### config.mk
export PLATFORM = sky130hd
export DESIGN_NAME = fetch_unit_flat
export DESIGN_NICKNAME = d
export VERILOG_FILES = /design/src/rtl/cpu_pkg.sv /design/src/rtl/fetch_unit_if.sv /design/src/rtl/fetch_fifo.sv /design/src/rtl/fetch_unit.sv /design/src/flat_wrapper.sv
export SDC_FILE = /design/constraint.sdc
export NUM_CORES = 1
export LEC_CHECK = 0
export CORE_MARGIN = 2
export CORE_UTILIZATION = 50
export DETAILED_ROUTE_END_ITERATION = 10
export PLACE_DENSITY = 0.93
export SLEW_MARGIN = 25
export SYNTH_ARGS = -nofsm -noshare
export SYNTH_HDL_FRONTEND = slang
export SYNTH_HIERARCHICAL = 1
export SYNTH_SLANG_ARGS = --single-unit
### constraint.sdc
create_clock -name clk -period 5.55 [get_ports clk]
set_input_delay 0.555 -clock clk [delete_from_list [all_inputs] [get_ports clk]]
set_output_delay 0.555 -clock clk [all_outputs]
set_load 0.03 [all_outputs]
### src/rtl/cpu_pkg.sv
// cpu_pkg -- shared types and sizing for the instruction fetch path.
//
// Contents:
//   ADDR_W, WORD_W   word address width and instruction word width
//   FETCH_DEPTH      instruction buffer depth (4 with FETCH_PREFETCH_EN, else 1)
//   FETCH_CNT_W      width of a buffer occupancy count (0..FETCH_DEPTH)
//   instruction_t    buffered instruction: fetched word plus its address
//   fetch_state_e    fetch FSM states
//
// Configuration macro: FETCH_PREFETCH_EN
//   defined   -> 4-entry buffer, fetching runs ahead of the consumer
//   undefined -> single-entry buffer, one instruction in hand at a time
package cpu_pkg;

  localparam int ADDR_W = 16;
  localparam int WORD_W = 32;

`ifdef FETCH_PREFETCH_EN
  localparam int FETCH_DEPTH = 4;
`else
  localparam int FETCH_DEPTH = 1;
`endif

  localparam int FETCH_CNT_W = $clog2(FETCH_DEPTH + 1);

  typedef struct packed {
    logic [WORD_W-1:0] word;
    logic [ADDR_W-1:0] pc;
  } instruction_t;

  typedef enum logic [1:0] {
    IDLE  = 2'd0,
    REQ   = 2'd1,
    DRAIN = 2'd2
  } fetch_state_e;

endpackage

### src/rtl/fetch_unit_if.sv
// fetch_unit_if -- instruction memory read bus between the fetch unit and memory.
//
// Signals:
//   mem_rd     read request, held until mem_ready
//   mem_addr   word address, stable while mem_rd=1
//   mem_data   read data, valid when mem_ready=1
//   mem_ready  read completes this cycle
//
// Modports:
//   master  fetch unit side (drives mem_rd/mem_addr)
//   slave   memory side (drives mem_data/mem_ready)
interface fetch_unit_if;
  import cpu_pkg::*;

  logic              mem_rd;
  logic [ADDR_W-1:0] mem_addr;
  logic [WORD_W-1:0] mem_data;
  logic              mem_ready;

  modport master (
    output mem_rd,
    output mem_addr,
    input  mem_data,
    input  mem_ready
  );

  modport slave (
    input  mem_rd,
    input  mem_addr,
    output mem_data,
    output mem_ready
  );

endinterface

### src/rtl/fetch_fifo.sv
// fetch_fifo -- small circular instruction buffer.
//
// Ports:
//   clk, rst  clock and synchronous active-high reset
//   push      write din at the tail (ignored when full unless popping too)
//   pop       drop the head entry (ignored when empty)
//   clear     empty the buffer; wins over push/pop
//   din       entry to write
//   head      entry at the head (meaningful only when empty=0)
//   full      occupancy == DEPTH
//   empty     occupancy == 0
//   count     current occupancy
module fetch_fifo
  import cpu_pkg::*;
#(
  parameter int DEPTH = 1,
  parameter int CNT_W = $clog2(DEPTH + 1)
) (
  input  logic             clk,
  input  logic             rst,
  input  logic             push,
  input  logic             pop,
  input  logic             clear,
  input  instruction_t     din,
  output instruction_t     head,
  output logic             full,
  output logic             empty,
  output logic [CNT_W-1:0] count
);

  // Pointers need at least one bit even for a single-entry buffer; storage is
  // rounded up to a power of two so any pointer value indexes a real slot.
  localparam int PTR_W = (DEPTH > 1) ? $clog2(DEPTH) : 1;
  localparam int SLOTS = 1 << PTR_W;
  localparam logic [PTR_W-1:0] LAST = PTR_W'(DEPTH - 1);

  instruction_t     mem [SLOTS];
  logic [PTR_W-1:0] rd_ptr;
  logic [PTR_W-1:0] wr_ptr;
  logic [CNT_W-1:0] cnt;
  logic             do_push;
  logic             do_pop;

  function automatic logic [PTR_W-1:0] bump(input logic [PTR_W-1:0] p);
    return (p == LAST) ? '0 : p + PTR_W'(1);
  endfunction

  assign empty = (cnt == '0);
  assign full  = (cnt == CNT_W'(DEPTH));
  assign count = cnt;
  assign head  = mem[rd_ptr];

  // A pop in the same cycle frees the slot, so a full buffer may still accept.
  assign do_pop  = pop && !empty;
  assign do_push = push && (!full || do_pop);

  always_ff @(posedge clk) begin
    if (rst || clear) begin
      rd_ptr <= '0;
      wr_ptr <= '0;
      cnt    <= '0;
    end else begin
      if (do_push) wr_ptr <= bump(wr_ptr);
      if (do_pop)  rd_ptr <= bump(rd_ptr);
      if (do_push && !do_pop)      cnt <= cnt + CNT_W'(1);
      else if (do_pop && !do_push) cnt <= cnt - CNT_W'(1);
    end
  end

  // Storage needs no reset: nothing is read from a slot before it is written.
  always_ff @(posedge clk) begin
    if (do_push) mem[wr_ptr] <= din;
  end

endmodule

### src/rtl/fetch_unit.sv
// fetch_unit -- instruction fetch engine with a small instruction buffer.
//
// Ports:
//   clk, rst   clock and synchronous active-high reset
//   bus        fetch_unit_if.master: mem_rd/mem_addr out, mem_data/mem_ready in
//   ir         instruction word at buffer head (0 when buffer empty)
//   ir_pc      address ir was fetched from (0 when buffer empty)
//   ir_valid   ir/ir_pc hold a valid instruction
//   ld_ir      consume the head instruction (ignored when ir_valid=0)
//   ld_pc      redirect fetching to pc_in and flush the buffer
//   pc_in      redirect target
//   stop       no new requests; an in-flight request still completes
//
// Configuration macro: FETCH_PREFETCH_EN (buffer depth 4 when defined, else 1),
// resolved through cpu_pkg::FETCH_DEPTH.
module fetch_unit
  import cpu_pkg::*;
(
  input  logic              clk,
  input  logic              rst,
  fetch_unit_if.master      bus,
  output logic [WORD_W-1:0] ir,
  output logic [ADDR_W-1:0] ir_pc,
  output logic              ir_valid,
  input  logic              ld_ir,
  input  logic              ld_pc,
  input  logic [ADDR_W-1:0] pc_in,
  input  logic              stop
);

  fetch_state_e           state;
  logic [ADDR_W-1:0]      fpc;
  logic [ADDR_W-1:0]      fpc_inc;
  instruction_t           head;
  instruction_t           din;
  logic                   full;
  logic                   empty;
  logic [FETCH_CNT_W-1:0] count;
  logic [FETCH_CNT_W:0]   occ_after;
  logic                   push;
  logic                   pop;
  logic                   can_issue;
  logic                   room_after;

  // A redirect flushes the buffer, so it overrides both consume and push.
  assign pop  = ld_ir && !empty && !ld_pc;
  assign push = (state == REQ) && bus.mem_ready && !ld_pc;
  assign din  = '{word: bus.mem_data, pc: fpc};

  assign fpc_inc = fpc + ADDR_W'(1);

  // Occupancy once this cycle's push and any pop have both landed.
  assign occ_after  = {1'b0, count} + (FETCH_CNT_W + 1)'(1)
                    - {{FETCH_CNT_W{1'b0}}, pop};
  assign room_after = (occ_after < (FETCH_CNT_W + 1)'(FETCH_DEPTH));

  // Starting from IDLE, a full buffer may still issue if the head leaves now.
  assign can_issue = !full || pop;

  fetch_fifo #(
    .DEPTH (FETCH_DEPTH),
    .CNT_W (FETCH_CNT_W)
  ) u_fifo (
    .clk   (clk),
    .rst   (rst),
    .push  (push),
    .pop   (pop),
    .clear (ld_pc),
    .din   (din),
    .head  (head),
    .full  (full),
    .empty (empty),
    .count (count)
  );

  assign ir_valid = !empty;
  assign ir       = empty ? '0 : head.word;
  assign ir_pc    = empty ? '0 : head.pc;

  // Fetch FSM. mem_rd/mem_addr are registered and only change at request
  // boundaries, so the address is stable for the whole request. DRAIN waits
  // out a request made obsolete by a redirect and throws its data away.
  always_ff @(posedge clk) begin
    if (rst) begin
      state        <= IDLE;
      fpc          <= '0;
      bus.mem_rd   <= 1'b0;
      bus.mem_addr <= '0;
    end else begin
      case (state)
        IDLE: begin
          if (ld_pc) begin
            fpc <= pc_in;
          end else if (can_issue && !stop) begin
            state        <= REQ;
            bus.mem_rd   <= 1'b1;
            bus.mem_addr <= fpc;
          end
        end
        REQ: begin
          if (ld_pc) begin
            fpc <= pc_in;
            if (bus.mem_ready) begin
              state      <= IDLE;
              bus.mem_rd <= 1'b0;
            end else begin
              state <= DRAIN;
            end
          end else if (bus.mem_ready) begin
            fpc <= fpc_inc;
            if (room_after && !stop) begin
              bus.mem_addr <= fpc_inc;
            end else begin
              state      <= IDLE;
              bus.mem_rd <= 1'b0;
            end
          end
        end
        DRAIN: begin
          if (ld_pc) fpc <= pc_in;
          if (bus.mem_ready) begin
            state      <= IDLE;
            bus.mem_rd <= 1'b0;
          end
        end
        default: begin
          state      <= IDLE;
          bus.mem_rd <= 1'b0;
        end
      endcase
    end
  end

endmodule
### src/flat_wrapper.sv
// flat-port wrapper written by rule: the top's interface ports become plain ports
module fetch_unit_flat import cpu_pkg::*;
  (clk, rst, ir, ir_pc, ir_valid, ld_ir, ld_pc, pc_in, stop, bus_mem_rd, bus_mem_addr, bus_mem_data, bus_mem_ready);
  fetch_unit_if bus_i ();
  input  logic clk;
  input  logic rst;
  output logic [WORD_W-1:0] ir;
  output logic [ADDR_W-1:0] ir_pc;
  output logic ir_valid;
  input  logic ld_ir;
  input  logic ld_pc;
  input  logic [ADDR_W-1:0] pc_in;
  input  logic stop;
  output wire logic [$bits(bus_i.mem_rd)-1:0] bus_mem_rd;
  output wire logic [$bits(bus_i.mem_addr)-1:0] bus_mem_addr;
  input wire logic [$bits(bus_i.mem_data)-1:0] bus_mem_data;
  input wire logic [$bits(bus_i.mem_ready)-1:0] bus_mem_ready;
  assign bus_mem_rd = bus_i.mem_rd;
  assign bus_mem_addr = bus_i.mem_addr;
  assign bus_i.mem_data = bus_mem_data;
  assign bus_i.mem_ready = bus_mem_ready;
  fetch_unit u_core (.clk(clk), .rst(rst), .bus(bus_i), .ir(ir), .ir_pc(ir_pc), .ir_valid(ir_valid), .ld_ir(ld_ir), .ld_pc(ld_pc), .pc_in(pc_in), .stop(stop));
endmodule
==> metrics <==
achievable frequency=0.321 GHz; required time of the critical path=5.74 ns; run status=finished, final reports clean; slew at the pin closest to its max-slew limit=1.03 ns; per-instance average area after synthesis=10.5 sq um; Die Wd=93.1 microns; CP max-delay cell=clkdlybuf4s50_1; Tcrit/Tclk final=56.2%; unrepaired setup endpoints after global routing=no; routability cong.=0.909; number of nets in the finished design=531; final setup skew=0.00633 ns; pin count of the biggest net entering global routing=50; clock buffer count from CTS=9; Sink Count=84; sequential element share of the synthesized area=54.5%; headroom to the max-slew limit=30.7%; Top Ports=120; post-detailed-route DRC marker count=0; worst supply voltage drop on vdd=148 uV; # Max-Cap Violations=0; worst min-delay path category=reg2reg; starting density of the core=51.6%; count of pins over their slew limit=0; FFs w/ async S/R, synth=0%; via density per instance=5.69; start point of the worst hold path=u_core/bus.mem_rd; fin crit period=3.12 ns; sw power=0.328 mW; post-cts repair resize count=0; Arr. time, crit path=3.31 ns; crit path from=ld_pc; sort of element at the end of the critical path=register; switching part of the total power=24.2%; Setup crit start kind=input port; internal cell power=1.03 mW; number of H-tree branching levels=3; Antenna diodes=0; Crit Path Max Fanout=19; clock network fraction of total power=36.6%; cell-by-cell listing of the critical path=clkdlybuf4s50_1, or3_1, a211oi_4, or2_1, a311oi_2; cell at the root of the clock tree=clkbuf_8; overall routing resource usage=22.6%; post-layout worst setup margin=2.43 ns; total half-perimeter wirelength after legalization and detailed placement=6810 microns; number of enable flip-flop cells after synthesis=48; routed length per instance=16.9 microns; Finish-stage setup viols=0; Synth-to-Final Area Change=35.7%; post-synthesis register bit count=84; number of design-rule violations left by the first detailed-router iteration=176; post-synth net total=433; maximum number of buffers from clock root to sink=2; proportion of layout cells with a drive suffix above 1=6.44%; worst setup path class=in2reg; detailed-route wire length=9860 microns; reg-to-reg critical path startpoint=u_core/state[0]; static leakage power=1.70 nW; initial antenna violation count=0; count of hold buffers inserted by post-cts repair=0; latest clock arrival within the worst-skew pair=0.35 ns; routed vias=3315; count of unique library cells instantiated by Yosys=55; top flip-flop cell by instance count after synthesis=edfxtp_1; Hold Violations, Final=0; vertical extent of the die=93.1 microns; first-pass GRT wire length=15200 microns; number of standard cells after synthesis=378; # rows=32; Yosys warning total=6; DRT antenna net count=0; number of buffers inserted by port buffering=119; worst slack at placement=2.12 ns; CTS tree=yes; Congestion Overflow GR=0; Sequential Power Share=52.1%; number of global-route vias before repair=3008; first-pass detailed-route iteration total=4; share of total power in combinational logic=11.3%; Final TNS setup=0 ns; power density over the cells=252 nW/um^2; cell area after technology mapping=3970 sq um; delay contributed by the slowest stage of the critical path=0.72 ns; die outline area=8660 sq um; Reg clk slew, reported paths=0.08 ns; setup repair bufs after CTS=0; core box area=7690 sq um
[layout make-up]
class	count	area, sq um
Fill cell	586	2310
Sequential cell	84	2160
Multi-Input combinational cell	256	1640
Timing Repair Buffer	121	1210
Clock buffer	10	138
Tap cell	102	128
Clock inverter	6	93.8
Inverter	4	15.0
[critical path: cells and delay by family]
family,cells,cell delay (ns)
buf+inv,1,0.72
simple gates,2,1.15
compound gates,2,0.88
[placed cells by master (no fill, tap or decap), types with 3 or more instances in the layout]
cell type / instances
clkbuf_8: 10
or4_1: 3
nand2b_1: 6
clkdlybuf4s50_1: 119
xor2_1: 3
nor3_1: 15
a21oi_1: 24
nor2b_1: 51
inv_1: 4
o31ai_1: 10
nor2_1: 15
a211oi_2: 3
a311oi_1: 3
xnor2_1: 10
edfxtp_1: 48
dfxtp_1: 36
a32oi_1: 3
a31oi_1: 6
nor4_1: 5
nand4_1: 5
and2_1: 6
o21ai_0: 13
nand2_1: 16
a211oi_1: 8
o21a_1: 4
or3_1: 3
nand3_1: 11
nand4b_1: 3
[metal layers]
metal	wire length [microns]	global-route usage [%]	vias up	part of all wire (%)
met2	4550	36.3	177	46
met5	0	0	-	0
met1	4320	30.7	1543	44
met4	168	7.35	0	1.7
li1	-	-	1576	-
met3	823	4.83	19	8.3
[registers in the layout, summed over array words and instances, names as in the netlist]
register / flops
u_core/u_fifo/mem: 48
u_core/u_fifo/count: 1
u_core/bus.mem_rd: 1
u_core/fpc: 16
u_core/bus.mem_addr: 16
u_core/state: 2
[cell usage after synthesis (4+ instances only)]
cell	instances	area, sq um
o21ai_0	13	65.1
nor4_1	5	31.3
a31oi_1	6	37.5
nand2_1	16	60.1
edfxtp_1	48	1440
nor2b_1	52	325
nand2b_1	6	37.5
nor2_1	15	56.3
clkbuf_1	23	86.3
o31ai_1	10	75.1
a21oi_1	24	120
nand4_1	5	31.3
o21a_1	4	30.0
dfxtp_1	36	721
inv_1	4	15.0
and2_1	6	37.5
a211oi_1	8	60.1
buf_2	8	40.0
nor3_1	15	75.1
nand3_1	11	55.1
xnor2_1	10	87.6
[power groups by stage]
stage                     sequential [mW]  combinational [mW]  clock (mW)
after floorplan                     0.724              0.0717           0
after global placement              0.719               0.147           0
after detailed placement            0.719               0.151           0
after CTS                           0.706               0.152       0.502
after global routing                0.710               0.163       0.526
final                               0.706               0.153       0.497
[worst paths after layout]
path,end,slack [ns],depth (start not counted)
worst max register to register,u_core/bus.mem_addr[15],2.97,4
worst min-delay path,u_core/bus.mem_rd,0.54,2
worst max-delay path,u_core/bus.mem_addr[15],2.43,5
worst min register to register,u_core/bus.mem_rd,0.54,2
[cells by family (layout without fill, tap and decap cells)]
family / after synthesis / after routing / share of synthesized area [%]
simple gates: 156 / 156 / 23.1
compound gates: 85 / 85 / 14.7
flops: 84 / 84 / 54.5
buf+inv: 38 / 141 / 4.23
xor+xnor: 13 / 13 / 2.87
fa+ha+maj: 1 / 1 / 0.316
mux: 1 / 1 / 0.284
[stage by stage]
step           hold WS, ns  util (%)  instance area (sq um)  cells  power [mW]
2_1_floorplan        0.403         -                   3970    378       0.795
3_3_place_gp         0.496      66.9                   5150    567       0.866
3_5_place_dp         0.519      67.0                   5150    567       0.870
4_1_cts              0.538      70.0                   5380    583        1.36
5_1_grt              0.550      70.0                   5380    583        1.40
6_report             0.537      70.0                   5380    583        1.36
Power figures use the tool's default switching activity.
